**config.mk**
```make
export PLATFORM = sky130hd
export DESIGN_NAME = edge_event_counter
export DESIGN_NICKNAME = d
export VERILOG_FILES = /design/src/rtl/edge_event_pkg.sv /design/src/rtl/edge_detect.sv /design/src/rtl/edge_event_counter.sv
export SDC_FILE = /design/constraint.sdc
export NUM_CORES = 1
export LEC_CHECK = 0
export ABC_AREA = 1
export CAP_MARGIN = 20
export CORE_MARGIN = 2
export CORE_UTILIZATION = 35
export CTS_BUF_LIST = sky130_fd_sc_hd__clkbuf_2
export CTS_CLUSTER_SIZE = 16
export DETAILED_ROUTE_END_ITERATION = 8
export RECOVER_POWER = 100
export SETUP_SLACK_MARGIN = 0.5
export SLEW_MARGIN = 10
export SYNTH_ARGS = -nofsm -noshare
export SYNTH_HDL_FRONTEND = slang
export SYNTH_SLANG_ARGS = --single-unit
```
**constraint.sdc**
```tcl
create_clock -name clk -period 2 [get_ports clk]
set_input_delay 0.3 -clock clk [delete_from_list [all_inputs] [get_ports clk]]
set_output_delay 0.3 -clock clk [all_outputs]
set_load 0.005 [all_outputs]
```
**src/rtl/edge_event_pkg.sv**
```systemverilog
// Shared types and default sizing for the edge event counter.
package edge_event_pkg;

  localparam int unsigned CNT_W_DEF  = 8;
  localparam int unsigned WINDOW_DEF = 16;

  typedef enum logic {
    IDLE = 1'b0,
    RUN  = 1'b1
  } state_t;

endpackage : edge_event_pkg

```
**src/rtl/edge_detect.sv**
```systemverilog
// Rising-edge detector for the y_in level stream.
// With EDGE_EVENT_SYNC_EN defined, d first passes through a two-flop
// synchronizer, which adds two cycles of latency.
// rise is combinational: d (or its synchronized copy) high while the
// previous-cycle sample was low.
module edge_detect (
  input  logic clk,
  input  logic reset,
  input  logic d,
  output logic rise
);

  logic d_s;
  logic prev;

`ifdef EDGE_EVENT_SYNC_EN
  logic [1:0] sync_q;

  // Two-flop synchronizer ahead of edge detection.
  always_ff @(posedge clk or posedge reset) begin
    if (reset) begin
      sync_q <= 2'b00;
    end else begin
      sync_q <= {sync_q[0], d};
    end
  end

  assign d_s = sync_q[1];
`else
  assign d_s = d;
`endif

  // Previous-cycle sample; cleared by reset so a level already high counts as a rise.
  always_ff @(posedge clk or posedge reset) begin
    if (reset) begin
      prev <= 1'b0;
    end else begin
      prev <= d_s;
    end
  end

  assign rise = d_s & ~prev;

endmodule : edge_detect

```
**src/rtl/edge_event_counter.sv**
```systemverilog
// Windowed rising-edge event counter with a ready/valid snapshot output.
// Counts y_in rising edges over WINDOW-cycle windows while enabled and
// presents each completed window's count; a window that completes while a
// snapshot is still pending is dropped and flags the sticky overrun.
// Optional macro: EDGE_EVENT_SYNC_EN (two-flop input synchronizer).
module edge_event_counter
  import edge_event_pkg::*;
#(
  parameter int unsigned CNT_W  = CNT_W_DEF,
  parameter int unsigned WINDOW = WINDOW_DEF
) (
  input  logic             clk,
  input  logic             reset,
  input  logic             y_in,
  input  logic             enable,
  input  logic             clear,
  input  logic             out_ready,
  output logic             out_valid,
  output logic [CNT_W-1:0] out_data,
  output logic             rise_pulse,
  output logic             overrun
);

  localparam int unsigned TMR_W = (WINDOW > 1) ? $clog2(WINDOW) : 1;
  localparam logic [TMR_W-1:0] TMR_LAST = TMR_W'(WINDOW - 1);
  localparam logic [CNT_W-1:0] CNT_MAX  = {CNT_W{1'b1}};

  state_t           state, state_nxt;
  logic [TMR_W-1:0] timer, timer_nxt;
  logic [CNT_W-1:0] count, count_nxt;
  logic [CNT_W-1:0] count_sum;
  logic [CNT_W-1:0] data_nxt;
  logic             valid_nxt;
  logic             overrun_nxt;
  logic             rise;
  logic             xfer;
  logic             window_close;

  edge_detect u_edge_detect (
    .clk   (clk),
    .reset (reset),
    .d     (y_in),
    .rise  (rise)
  );

  // State, window timer, running count and snapshot registers.
  always_ff @(posedge clk or posedge reset) begin
    if (reset) begin
      state     <= IDLE;
      timer     <= '0;
      count     <= '0;
      out_valid <= 1'b0;
      out_data  <= '0;
      overrun   <= 1'b0;
    end else begin
      state     <= state_nxt;
      timer     <= timer_nxt;
      count     <= count_nxt;
      out_valid <= valid_nxt;
      out_data  <= data_nxt;
      overrun   <= overrun_nxt;
    end
  end

  // Registered one-cycle pulse per detected rise, active in every state.
  always_ff @(posedge clk or posedge reset) begin
    if (reset) begin
      rise_pulse <= 1'b0;
    end else begin
      rise_pulse <= rise;
    end
  end

  // Next-state, window accounting and snapshot handshake.
  always_comb begin
    state_nxt    = state;
    timer_nxt    = timer;
    count_nxt    = count;
    valid_nxt    = out_valid;
    data_nxt     = out_data;
    overrun_nxt  = overrun;
    window_close = 1'b0;
    xfer         = out_valid & out_ready;
    count_sum    = (rise && (count != CNT_MAX)) ? count + CNT_W'(1) : count;

    case (state)
      IDLE: begin
        timer_nxt = '0;
        count_nxt = '0;
        if (enable) begin
          state_nxt = RUN;
        end
      end
      RUN: begin
        if (!enable) begin
          // Leaving mid-window abandons the partial count.
          state_nxt = IDLE;
          timer_nxt = '0;
          count_nxt = '0;
        end else if (timer == TMR_LAST) begin
          window_close = 1'b1;
          timer_nxt    = '0;
          count_nxt    = '0;
        end else begin
          timer_nxt = timer + TMR_W'(1);
          count_nxt = count_sum;
        end
      end
      default: begin
        state_nxt = IDLE;
        timer_nxt = '0;
        count_nxt = '0;
      end
    endcase

    if (xfer) begin
      valid_nxt = 1'b0;
    end

    // A closing window loads only if the output slot is free or draining now.
    if (window_close) begin
      if (!out_valid || xfer) begin
        valid_nxt = 1'b1;
        data_nxt  = count_sum;
      end else begin
        overrun_nxt = 1'b1;
      end
    end

    // Flush wins over everything except the FSM state.
    if (clear) begin
      timer_nxt   = '0;
      count_nxt   = '0;
      valid_nxt   = 1'b0;
      data_nxt    = '0;
      overrun_nxt = 1'b0;
    end
  end

endmodule : edge_event_counter

```
# After elaboration in Yosys (flattened, before gate mapping)
# Index checks and enable logic that the tools add are counted.
# W data, S select, Z words.
dict set report classes {
  eq_ne 3
  n_reduce_logical 7
  n_mux 23
  bitwise 4
  add_sub_neg 2
}
# cell count
set op_table {}
lappend op_table {{$mux W8} 7}
lappend op_table {{$pmux W8 S2} 1}
lappend op_table {{$mux W4} 3}
lappend op_table {{$mux W1} 11}
lappend op_table {{$add A8 B1 Y8 const B} 1}
lappend op_table {{$ne A8 B8 Y1 const B} 1}
lappend op_table {{$pmux W4 S2} 1}
lappend op_table {{$add A4 B1 Y4 const B} 1}
lappend op_table {{$eq A4 B4 Y1 const B} 1}
lappend op_table {{$reduce_and A2 Y1} 2}
lappend op_table {{$reduce_bool A2 Y1} 2}
lappend op_table {{$and A1 B1 Y1} 2}
lappend op_table {{$ne A2 B2 Y1 const B} 1}
lappend op_table {{$not A1 Y1} 2}
lappend op_table {{$logic_and A1 B1 Y1} 1}
lappend op_table {{$logic_not A1 Y1} 1}
lappend op_table {{$logic_or A1 B1 Y1} 1}
dict set report totals {
  output_inout_bits 11
  in_bits 6
  ff_bits 25
  elab_cells 47
}

# Depth between registers and ports, before layout
dict set report depth {
  ltp_word 8
  mapped_depth 9
  depth_no_buf 9
}

# Modules after synthesis
# A second synthesis with hierarchy kept.
dict set report hier_totals {
  cells_unflattened 148
  area_unflattened_um2 1219.9
}
# mod n_inst area_per_inst_um2 seq_area_each_um2 cells_each
set modules_own_cells {}
lappend modules_own_cells {edge_event_counter 1 1181.1 600.6 144}
lappend modules_own_cells {edge_detect 1 38.8 25.0 4}

# Worst setup path after synthesis
# Ideal clock, no wire load.
dict set report synth_path {
  path_type {reg2reg}
  startpoint {register count[0]}
  endpoint {register out_data[2]}
  required_time_ns 1.883
  path_slack_ns 0.725
  path_buffers 0
  setup_ns 0.117
  synth_period_minus_slack_ns 1.275
  path_stages_with_launch 10
  arrival_ns 1.158
  path_cell_list {dfrtp_1 ha_1 nand2_1 nor2_1 nand2_2 nand2_4 inv_2 nand2_1 nand3_1 nand2_1}
}
dict set report synth_between {
  elab_chain_len 6
  elab_cells_between_ends 7
  classes_between {1 x add/sub; 1 x eq/ne; 4 x mux; 1 x reduce/logical}
}
# element line_no
set synth_lines {}
lappend synth_lines {{start, declared} edge_event_counter.sv:30} ;# logic [CNT_W-1:0] count, count_nxt;
lappend synth_lines {{start signal, assigned} edge_event_counter.sv:58} ;# count <= count_nxt;
lappend synth_lines {{branches (longest 2 deep; another with $add A8 B1 Y8)} n/a}
lappend synth_lines {{$mux W8 *} edge_event_counter.sv:84} ;# count_sum = (rise && (count != CNT_MAX)) ? count + CNT_W'(1) : count;
lappend synth_lines {{$mux W8 *} edge_event_counter.sv:122} ;# if (!out_valid || xfer) begin
lappend synth_lines {{$mux W8 *} edge_event_counter.sv:121} ;# if (window_close) begin
lappend synth_lines {{$mux W8 *} edge_event_counter.sv:131} ;# if (clear) begin
lappend synth_lines {{end signal, assigned} edge_event_counter.sv:60} ;# out_data <= data_nxt;
lappend synth_lines {{end, declared} edge_event_counter.sv:19} ;# output logic [CNT_W-1:0] out_data,
# Every way passes the cells marked *. The select of a mux whose other input is x is not followed.
# A chain may end at the register's enable or synchronous reset.

# Final worst setup path
dict set report layout_path {
  startpoint {register timer[0]}
  endpoint {register out_data[6]}
}
dict set report layout_between {
  elab_chain_len 6
}
# element line_no
set layout_lines {}
lappend layout_lines {{start, declared} edge_event_counter.sv:29} ;# logic [TMR_W-1:0] timer, timer_nxt;
lappend layout_lines {{start signal, assigned} edge_event_counter.sv:57} ;# timer <= timer_nxt;
lappend layout_lines {{$eq A4 B4 Y1} edge_event_counter.sv:100} ;# end else if (timer == TMR_LAST) begin
lappend layout_lines {{$mux W1} edge_event_counter.sv:100}
lappend layout_lines {{$mux W1} edge_event_counter.sv:95} ;# if (!enable) begin
lappend layout_lines {{$mux W1} edge_event_counter.sv:86} ;# case (state)
lappend layout_lines {{$reduce_bool A2 Y1 (no source line)} n/a}
lappend layout_lines {{$reduce_and A2 Y1 (no source line)} n/a}
# No other way between the ends.

==> summary.txt <==
Run status
  • Status: finished clean

Clock tree
  • Root Buffer: clkbuf_2
  • Worst-path clk slew: 0.24 ns
  • TritonCTS clock tree: yes
  • CTS Buffer Depth: 2
  • H-tree depth: 1
  • Clk Latency, worst-skew pair: 0.34 ns
  • Clock sink count: 25
  • Num CTS Buffers: 3
  • CTS hold repair buffers: 0

Worst setup path
  • Reg2reg start: timer[0]
  • Crit Path Class: reg2reg
  • Worst Setup SP: timer[0]
  • Arrival @ worst endpoint: 1.86 ns
  • Worst setup SP type: flip-flop
  • Worst setup EP type: flip-flop
  • Crit-path max FO: 8
  • Worst Path Required: 2.30 ns

Global route
  • Initial antenna violation count: 0
  • Global route overflow: 0
  • Pin count of the biggest net entering global routing: 26
  • GRT Total Usage: 0.138
  • Vias in the first global route: 1,029
  • First-pass GRT wire length: 4380 um

Logic synthesis
  • Yosys warning count: 0
  • Seq cells post-synth: 25
  • Post-Syn Area: 1190 um^2
  • Yosys top cell by area: dfrtp_1
  • Synth Net Count: 153
  • Share of the synthesized area in the top cell type: 0.524
  • Cells after synthesis: 145
  • Synth cell types: 18
  • Synthesized area per cell: 8.23 um^2
  • Top cells by area, synth: dfrtp_1 52%, nand2_1 14%, nand3_1 10%, inv_1 5.3%, nor2_1 4.4%
  • Register area share after synthesis: 0.524

Die
  • Die span in x: 62.4 um
  • Site Rows: 21
  • Die Y: 62.4 um
  • Initial core utilization: 0.361
  • Die area: 3890 um^2
  • Core ar.: 3310 um^2
  • I/O pin total: 17

Placed design
  • Post-DP HPWL: 1800 um
  • PortBufs: 16
  • DP Area: 1420 um^2
  • Pre-CTS setup slack: 0.320 ns
  • Routability cong.: 0.852

STA
  • Fin crit share: 0.779
  • Fmax achieved: 0.642 GHz
  • RSZ-0062 raised after global routing: false
  • Final hold vios: 0
  • Final setup violation count: 0
  • Final Worst Setup Slack: 0.443 ns
  • Max-Slew Margin vs Limit: 0.142
  • Setup tns final: 0 ns
  • Final min period: 1.56 ns
  • Slew Viols, Final: 0
  • Worst hold slack: 0.517 ns
  • Worst Skew: 0.00647 ns
  • Worst slew pin tran: 1.29 ns

Detailed routing
  • Drt wl/cell: 11.4 um
  • Routed wire length: 2510 um
  • DR vias/cell: 4.78
  • Antenna viol nets, final: 0
  • Starting DRT DRC Count: 61
  • Vias post-DR: 1,052
  • DR pass1 iterations: 4
  • DRC: 0

Finish
  • Final Cell Area: 1490 um^2
  • Share of cells above drive strength 1: 0.121
  • Area delta synth->final: 24.7%
  • Commonest cells after routing, fill and taps aside: 43 x nand2_1, 25 x dfrtp_1, 24 x nand3_1
  • Most common cell after layout, fill and taps aside: nand2_1
  • # nets final: 183
  • Fillers: 351
  • Diodes inserted: 0
  • Final core occ: 0.450

Power
  • Clk network pwr share: 0.267
  • Sequential power share: 0.669
  • Peak VDD IR: 227 uV
  • Logic gate share of total power: 0.063
  • LEAKAGE: 0.798 nW
  • Switching Fraction: 0.244
  • Cell Pwr Density: 517 nW/um^2
  • Cell internal pwr: 0.581 mW
  • P_sw: 0.188 mW

Run
  • Max Cap Violations: 0

Min path
  • Hold Crit Class: in2reg
  • Hold Crit Start: y_in
routing by layer:
layer	wire length, um	share of wire	track usage	up-vias
met5	0	0	0	-
met4	19	0.0076	0.0417	0
met3	73	0.029	0.0252	4
met2	1240	0.50	0.231	14
met1	1170	0.47	0.184	512
li1	-	-	-	522
power by group through the flow:
stage	Sequential, mW	Clock, mW	Combinational (mW)
CTS	0.515	0.213	0.0512
global placement	0.524	0	0.0495
global route	0.516	0.232	0.0573
finish	0.515	0.206	0.0488
detailed placement	0.524	0	0.0505
floorplan	0.523	0	0.0270
layout make-up:
| class | instances | area [um^2] | area share |
|---|---|---|---|
| clock buffer | 4 | 20.0 | 0.0134 |
| inverter | 19 | 71.3 | 0.0479 |
| multi-input combinational | 101 | 504 | 0.339 |
| sequential | 25 | 626 | 0.420 |
| tap | 46 | 57.6 | 0.0387 |
| timing repair buffer | 25 | 210 | 0.141 |
flip-flops by register name (all words and copies together), names as in the netlist:
signal,cells
out_valid,1
rise_pulse,1
timer,4
overrun,1
count,8
u_edge_detect.prev,1
state,1
out_data,8
synthesized netlist by cell type:
| master | number |
|---|---|
| a21oi_1 | 3 |
| dfrtp_1 | 25 |
| ha_1 | 2 |
| inv_1 | 17 |
| inv_2 | 2 |
| nand2_1 | 43 |
| nand2_2 | 2 |
| nand2_4 | 1 |
| nand3_1 | 24 |
| nand4_1 | 1 |
| nand4_4 | 1 |
| nor2_1 | 14 |
| nor2_4 | 2 |
| nor3_1 | 1 |
| o21a_1 | 1 |
| o21ai_0 | 4 |
| o21ai_2 | 1 |
| o21bai_1 | 1 |
cell families (layout without fill, tap and decap cells):
| kind of cell | count (synthesis) | in the layout | synth area share |
|---|---|---|---|
| simple gates | 89 | 89 | 0.346 |
| flops | 25 | 25 | 0.524 |
| buf+inv | 19 | 48 | 0.0597 |
| compound gates | 10 | 10 | 0.0493 |
| fa+ha+maj | 2 | 2 | 0.0210 |
path summary, 6_finish.rpt:
| kind | end | slack, ns | cells after the start |
|---|---|---|---|
| setup reg to reg | out_data[6] | 0.44 | 7 |
| max in group asynchronous | count[1] | 0.62 | 3 |
| setup / recovery | out_data[6] | 0.44 | 7 |
| hold / removal | u_edge_detect.prev | 0.52 | 1 |
| min in group asynchronous | u_edge_detect.prev | 0.63 | 3 |
| hold reg to reg | timer[2] | 0.53 | 1 |
what timing repair did:
| item | CTS | global route |
|---|---|---|
| gates resized for setup | 11 | 6 |
| endpoints found under the setup margin | 19 | 12 |
| pin swaps | 1 | 1 |
| hold endpoints to repair | 0 | 0 |
| gates cloned | 0 | 0 |
| buffers inserted | 6 | 2 |
metrics by stage:
step	power, mW	cells
6_report	0.769	220
5_1_grt	0.805	220
4_1_cts	0.779	218
3_5_place_dp	0.574	208
3_3_place_gp	0.573	208
2_1_floorplan	0.550	145
worst max-delay path, cell delays in order, from the launching register on:
cell and delay, ns:
dfrtp_1 0.41, ha_1 0.20, nand2_1 0.10, nor2_1 0.25
nand4_4 0.14, nor2_4 0.22, nand3_1 0.11, nand2_1 0.08
No activity file was read; power rests on OpenSTA's default activity.
